## src/rtl/tlb_refill_walker.sv

```systemverilog
// TLB refill engine: walks the even/odd PTE pair for a missed VPN2 and
// programs the MMU through its register-write / random-write command port.
`ifndef MMU_CMD_T
`define MMU_CMD_T                logic [2:0]
`define MMU_CMD_NONE             3'd0
`define MMU_CMD_WRITE_REG        3'd1
`define MMU_CMD_WRITE_TLB_RANDOM 3'd4
`define MMU_REG_T                logic [3:0]
`define MMU_REG_RANDOM           4'd1
`define MMU_REG_ENTRYLO0         4'd2
`define MMU_REG_ENTRYLO1         4'd3
`define MMU_REG_PAGEMASK         4'd5
`define MMU_REG_ENTRYHI          4'd10
`endif

module tlb_refill_walker #(
  parameter int ENTRY_ADDR_WIDTH = 3
) (
  input  logic                        clk,
  input  logic                        res,
  input  logic                        miss_valid,
  input  logic [31:0]                 miss_vaddr,
  input  logic [7:0]                  asid,
  input  logic [31:0]                 pt_base,
  input  logic [ENTRY_ADDR_WIDTH-1:0] wired,
  output logic                        busy,
  output logic                        done,
  output logic                        fault,
  output logic                        mem_req,
  output logic [31:0]                 mem_addr,
  input  logic                        mem_ack,
  input  logic [31:0]                 mem_rdata,
  output `MMU_CMD_T                   mmu_cmd,
  output `MMU_REG_T                   mmu_reg,
  output logic [31:0]                 mmu_wdata
);

  typedef enum logic [3:0] {
    S_IDLE, S_RD_EVEN, S_RD_ODD, S_WR_HI, S_WR_LO0, S_WR_LO1,
    S_WR_MASK, S_WR_RAND, S_WR_TLB, S_DONE, S_FAULT
  } state_t;

  localparam logic [ENTRY_ADDR_WIDTH-1:0] LAST_SLOT = '1;

  state_t                      r_state, w_state_nxt;
  logic                        r_busy, r_done, r_fault, r_mem_req;
  logic [31:0]                 r_mem_addr, r_mmu_wdata;
  `MMU_CMD_T                   r_mmu_cmd;
  `MMU_REG_T                   r_mmu_reg;
  logic [ENTRY_ADDR_WIDTH-1:0] r_victim;

  logic [18:0]                 r_vpn2;
  logic [7:0]                  r_asid;
  logic [31:0]                 r_pte_addr, r_lo0, r_lo1;

  logic                        w_busy_nxt, w_done_nxt, w_fault_nxt, w_mem_req_nxt;
  logic [31:0]                 w_mem_addr_nxt, w_wdata_nxt, w_pte_addr_in;
  `MMU_CMD_T                   w_cmd_nxt;
  `MMU_REG_T                   w_reg_nxt;
  logic [ENTRY_ADDR_WIDTH-1:0] w_slot, w_victim_nxt;
  logic                        w_unused;

  assign w_unused      = ^miss_vaddr[12:0];
  assign w_pte_addr_in = pt_base + {miss_vaddr[31:13], 3'b000};

  // Wired slots are never victims; rotation runs downward and wraps to the top.
  assign w_slot       = (r_victim < wired) ? LAST_SLOT : r_victim;
  assign w_victim_nxt = (w_slot <= wired) ? LAST_SLOT : w_slot - ENTRY_ADDR_WIDTH'(1);

  always_comb begin
    w_state_nxt = r_state;
    case (r_state)
      S_IDLE:    if (miss_valid) w_state_nxt = S_RD_EVEN;
      S_RD_EVEN: if (mem_ack)    w_state_nxt = S_RD_ODD;
      S_RD_ODD:  if (mem_ack)    w_state_nxt = (!r_lo0[1] && !mem_rdata[1]) ? S_FAULT : S_WR_HI;
      S_WR_HI:   w_state_nxt = S_WR_LO0;
      S_WR_LO0:  w_state_nxt = S_WR_LO1;
      S_WR_LO1:  w_state_nxt = S_WR_MASK;
      S_WR_MASK: w_state_nxt = S_WR_RAND;
      S_WR_RAND: w_state_nxt = S_WR_TLB;
      S_WR_TLB:  w_state_nxt = S_DONE;
      S_DONE:    w_state_nxt = S_IDLE;
      S_FAULT:   w_state_nxt = S_IDLE;
      default:   w_state_nxt = S_IDLE;
    endcase
  end

  // Outputs are decoded from the next state so they register in step with it.
  always_comb begin
    w_busy_nxt     = (w_state_nxt != S_IDLE);
    w_done_nxt     = 1'b0;
    w_fault_nxt    = 1'b0;
    w_mem_req_nxt  = 1'b0;
    w_mem_addr_nxt = r_mem_addr;
    w_cmd_nxt      = `MMU_CMD_NONE;
    w_reg_nxt      = '0;
    w_wdata_nxt    = '0;
    case (w_state_nxt)
      S_RD_EVEN: begin
        w_mem_req_nxt  = 1'b1;
        w_mem_addr_nxt = (r_state == S_IDLE) ? w_pte_addr_in : r_pte_addr;
      end
      S_RD_ODD: begin
        w_mem_req_nxt  = 1'b1;
        w_mem_addr_nxt = r_pte_addr + 32'd4;
      end
      S_WR_HI: begin
        w_cmd_nxt   = `MMU_CMD_WRITE_REG;
        w_reg_nxt   = `MMU_REG_ENTRYHI;
        w_wdata_nxt = {r_vpn2, 5'b00000, r_asid};
      end
      S_WR_LO0: begin
        w_cmd_nxt   = `MMU_CMD_WRITE_REG;
        w_reg_nxt   = `MMU_REG_ENTRYLO0;
        w_wdata_nxt = r_lo0;
      end
      S_WR_LO1: begin
        w_cmd_nxt   = `MMU_CMD_WRITE_REG;
        w_reg_nxt   = `MMU_REG_ENTRYLO1;
        w_wdata_nxt = r_lo1;
      end
      S_WR_MASK: begin
        w_cmd_nxt   = `MMU_CMD_WRITE_REG;
        w_reg_nxt   = `MMU_REG_PAGEMASK;
      end
      S_WR_RAND: begin
        w_cmd_nxt   = `MMU_CMD_WRITE_REG;
        w_reg_nxt   = `MMU_REG_RANDOM;
        w_wdata_nxt = {{(32-ENTRY_ADDR_WIDTH){1'b0}}, w_slot};
      end
      S_WR_TLB: w_cmd_nxt   = `MMU_CMD_WRITE_TLB_RANDOM;
      S_DONE:   w_done_nxt  = 1'b1;
      S_FAULT:  w_fault_nxt = 1'b1;
      default:  ;
    endcase
  end

  always_ff @(posedge clk or posedge res) begin
    if (res) begin
      r_state     <= S_IDLE;
      r_busy      <= 1'b0;
      r_done      <= 1'b0;
      r_fault     <= 1'b0;
      r_mem_req   <= 1'b0;
      r_mem_addr  <= '0;
      r_mmu_cmd   <= `MMU_CMD_NONE;
      r_mmu_reg   <= '0;
      r_mmu_wdata <= '0;
      r_victim    <= LAST_SLOT;
    end else begin
      r_state     <= w_state_nxt;
      r_busy      <= w_busy_nxt;
      r_done      <= w_done_nxt;
      r_fault     <= w_fault_nxt;
      r_mem_req   <= w_mem_req_nxt;
      r_mem_addr  <= w_mem_addr_nxt;
      r_mmu_cmd   <= w_cmd_nxt;
      r_mmu_reg   <= w_reg_nxt;
      r_mmu_wdata <= w_wdata_nxt;
      if (r_state == S_WR_TLB) r_victim <= w_victim_nxt;
    end
  end

  // Walk operands: captured at acceptance or on read completion, held for the walk.
  always_ff @(posedge clk) begin
    if (r_state == S_IDLE && miss_valid) begin
      r_vpn2     <= miss_vaddr[31:13];
      r_asid     <= asid;
      r_pte_addr <= w_pte_addr_in;
    end
    if (r_state == S_RD_EVEN && mem_ack) r_lo0 <= mem_rdata;
    if (r_state == S_RD_ODD && mem_ack)  r_lo1 <= mem_rdata;
  end

  assign busy      = r_busy;
  assign done      = r_done;
  assign fault     = r_fault;
  assign mem_req   = r_mem_req;
  assign mem_addr  = r_mem_addr;
  assign mmu_cmd   = r_mmu_cmd;
  assign mmu_reg   = r_mmu_reg;
  assign mmu_wdata = r_mmu_wdata;

endmodule

```

## config.mk

```make
export PLATFORM = sky130hd
export DESIGN_NAME = tlb_refill_walker
export DESIGN_NICKNAME = d
export VERILOG_FILES = /design/src/rtl/tlb_refill_walker.sv
export SDC_FILE = /design/constraint.sdc
export NUM_CORES = 1
export LEC_CHECK = 0
export ABC_AREA = 0
export ABC_CLOCK_PERIOD_IN_PS = 5600
export CAP_MARGIN = 20
export CORE_ASPECT_RATIO = 0.8
export CORE_MARGIN = 1.5
export CORE_UTILIZATION = 25
export CTS_CLUSTER_DIAMETER = 50
export DETAILED_ROUTE_END_ITERATION = 16
export GPL_TIMING_DRIVEN = 0
export PLACE_DENSITY_LB_ADDON = 0.12
export SLEW_MARGIN = 25
export SYNTH_ARGS = -nofsm -noshare
export SYNTH_HDL_FRONTEND = slang
export SYNTH_SLANG_ARGS = --single-unit
```

## constraint.sdc

```tcl
create_clock -name clk -period 5.6 [get_ports clk]
set_clock_uncertainty 0.05 [all_clocks]
set_input_delay 0.56 -clock clk [delete_from_list [all_inputs] [get_ports clk]]
set_output_delay 0.56 -clock clk [all_outputs]
set_load 0.01 [all_outputs]
```

==> results.cfg <==
[synth]
synth_top_family_by_area = compound AO/OA/AOI/OAI gates
synthAdderAreaFrac = 0.0370
async_flop_share = 0.397
synth_nets = 928
synth_common_cells = 123 x edfxtp_1, 78 x dfrtp_1, 71 x nand2_1
synth.most_common_cell = edfxtp_1
avgSynthCellArea_um2 = 11.8
yosysWarnings = 0
yosys.area.top_type_share = 0.396
seq_area_frac_synth = 0.613
synth_area_leader_cell = edfxtp_1
synth_edf_count = 123
synthDistinctLibCells = 76
ys_top_cells_by_area = edfxtp_1 40%, dfrtp_1 21%, ha_1 3.5%
synth_compound_area_frac = 0.163
muxShareOfSynthArea = 0.00228
ys_ff_latch = 204
synth_top_flop_cell = edfxtp_1
synthCells = 790
synthSimpleGateAreaFrac = 0.126
netlist_area_um2 = 9330
synth_xor_area_frac = 0.0235

[grt]
grt.overflow.total = 0
grt_max_degree = 42
grtUsageTotal = 0.159
grt_pass1_vias = 7299
grt_pass1_wl_um = 46100
antenna_found_initial = 1

[cts]
cts_setup_buffers = 0
holdBufCountCts = 0
cts_resized = 0
cts_tree = done
clk_latency_ns = 0.54
clock_sinks = 204
numCtsBuffers = 27
path_clk_slew_ns = 0.06
cts_max_path_buffers = 3
cts_root_buf = clkbuf_16
cts-htree-levels = 1

[worst_setup_path]
critPathLaunchType = input pin
endpoint_kind = register
crit_start = miss_vaddr[14]
critical_path_class = in2reg
critical_path_peak_fanout = 4
worstPathArrival_ns = 3.60
reg2reg_from = r_state[1]
required_ns = 5.95

[finish]
fin_cells = 1503
multiInputGateArea_um2 = 3310
seq_area_um2 = 5720
n_fill_cell = 3759
final_net_count = 1132
drive_gt1_frac = 0.0857
areaGrowthSynthToFinish_pct = 36.0

[floorplanning]
dieArea_um2 = 38500
die_w_um = 219
ios = 186
design.core.area_um2 = 36900
num_rows = 63
die_h_um = 176
initial_core_util = 0.253

[detailed_routing]
vias_per_cell = 4.83
drtAntennaViolNets = 0
routed_wl_um = 30500
vias = 7258
first_pass_iters = 5
drt_first_iter_violations = 618
drc = 0
wl_per_cell_um = 20.3

[placed_design]
port-buffer-count = 171
dp_hpwl_um = 22300
preCtsSetupSlack_ns = 1.72
numPlacedInstances = 1452
gp_routability_congestion = 0.805

[timing]
finalCritPeriodShare = 0.580
fin_setup_tns_ns = 0
relSlewSlack = 0.444
setup_slack_ns = 2.35
tightest_slew_ns = 0.812
final-hold-violation-count = 0
fmax_mhz = 308
finalMaxSlewViolations = 0
rsz0062_at_grt = no
period_needed_ns = 3.25
setup_viol = 0

[power]
comb_power_share = 0.395
p_switching_w = 0.00249
pwr-share-seq = 0.342
finalPower_w = 0.00672
power_switching_share = 0.371
p_leak_nw = 4.91
p_per_area_nw_per_um2 = 529
internal_power_w = 0.00422
peakVddDrop_uv = 220
clock_power_share = 0.264

[run_status]
status = finished, final reports clean

[worst_hold_path]
hp-class = in2async

[run]
maxCapViolCount = 0
metal layers:
metal / wire, um / up-vias / global-route usage
met5: 11 / - / 0
met4: 564 / 2 / 0.0345
met3: 1810 / 41 / 0.0377
met2: 13000 / 229 / 0.233
met1: 15100 / 3536 / 0.236
li1: - / 3450 / -
per-stage QoR:
| stage | area [um2] | util | hold slack [ns] |
|---|---|---|---|
| floorplan | 9330 | - | 0.382 |
| global route | 12700 | 0.344 | 0.383 |
| detailed placement | 11800 | 0.319 | 0.395 |
| global placement | 11700 | 0.316 | 0.395 |
| CTS | 12700 | 0.344 | 0.359 |
| finish | 12700 | 0.344 | 0.360 |
final cells by class:
cell class              count  area share
diodes                      1    0.000197
plain buffers              32      0.0107
clock buffers              34      0.0578
clock inverters            16      0.0145
inverters                  49      0.0151
multi-input cells         505       0.261
flip-flops and latches    204       0.451
well taps                 487      0.0480
repair buffers            175       0.142
worst max-delay path, stage by stage:
cell	delay, ns
clkdlybuf4s50_1	0.53
ha_1	0.36
a211oi_1	0.30
o21bai_1	0.23
a2111oi_0	0.50
nor3_1	0.12
xor2_1	0.19
a2111oi_0	0.74
nor2_1	0.07
kinds of logic (layout without fill, tap and decap cells):
kind of cell / Yosys count / after routing
AND/OR/NAND/NOR: 237 / 237
multiplexers: 2 / 2
buffers and inverters: 81 / 306
adder cells (fa/ha/maj): 27 / 27
flip-flops: 204 / 204
other: 1 / 2
AO/OA/AOI/OAI: 213 / 213
XOR/XNOR: 25 / 25
cell usage in the layout, fill, tap and decap left out, types with 9 or more instances in the layout:
cell             synthesis  final
clkdlybuf4s50_1          0    171
edfxtp_1               123    123
dfrtp_1                 78     78
nand2_1                 71     71
nor2_1                  57     56
inv_1                   48     45
a21oi_1                 44     44
o21ai_0                 38     38
clkbuf_16                0     28
a222oi_1                27     27
ha_1                    26     26
clkbuf_1                20     25
nor3_1                  23     21
nand3_1                 19     19
xor2_1                  14     14
nand4_1                 13     13
and3_1                  12     12
xnor2_1                 11     11
buf_2                   10     10
or3_1                   10     10
a21o_1                   9      9
a31oi_1                  9      9
power by group through the flow:
stage / Clock, W / Combinational [W] / Sequential (W)
finish: 0.00177 / 0.00265 / 0.00229
global route: 0.00188 / 0.00294 / 0.00234
CTS: 0.00182 / 0.00269 / 0.00230
detailed placement: 0 / 0.00267 / 0.00232
global placement: 0 / 0.00263 / 0.00235
floorplan: 0 / 0.00130 / 0.00239
path summary, 6_finish.rpt:
check | to | slack, ns | cells after the start
min in group clk | mmu_wdata[5] | 0.41 | 2
worst min-delay path | mmu_reg[2] | 0.36 | 2
worst min register to register | mmu_wdata[5] | 0.41 | 2
worst max-delay path | mem_addr[10] | 2.35 | 9
worst max register to register | mem_addr[10] | 2.49 | 8
max in group asynchronous | mem_addr[13] | 4.56 | 3
Note: power is estimated with default switching activity, not from simulation.
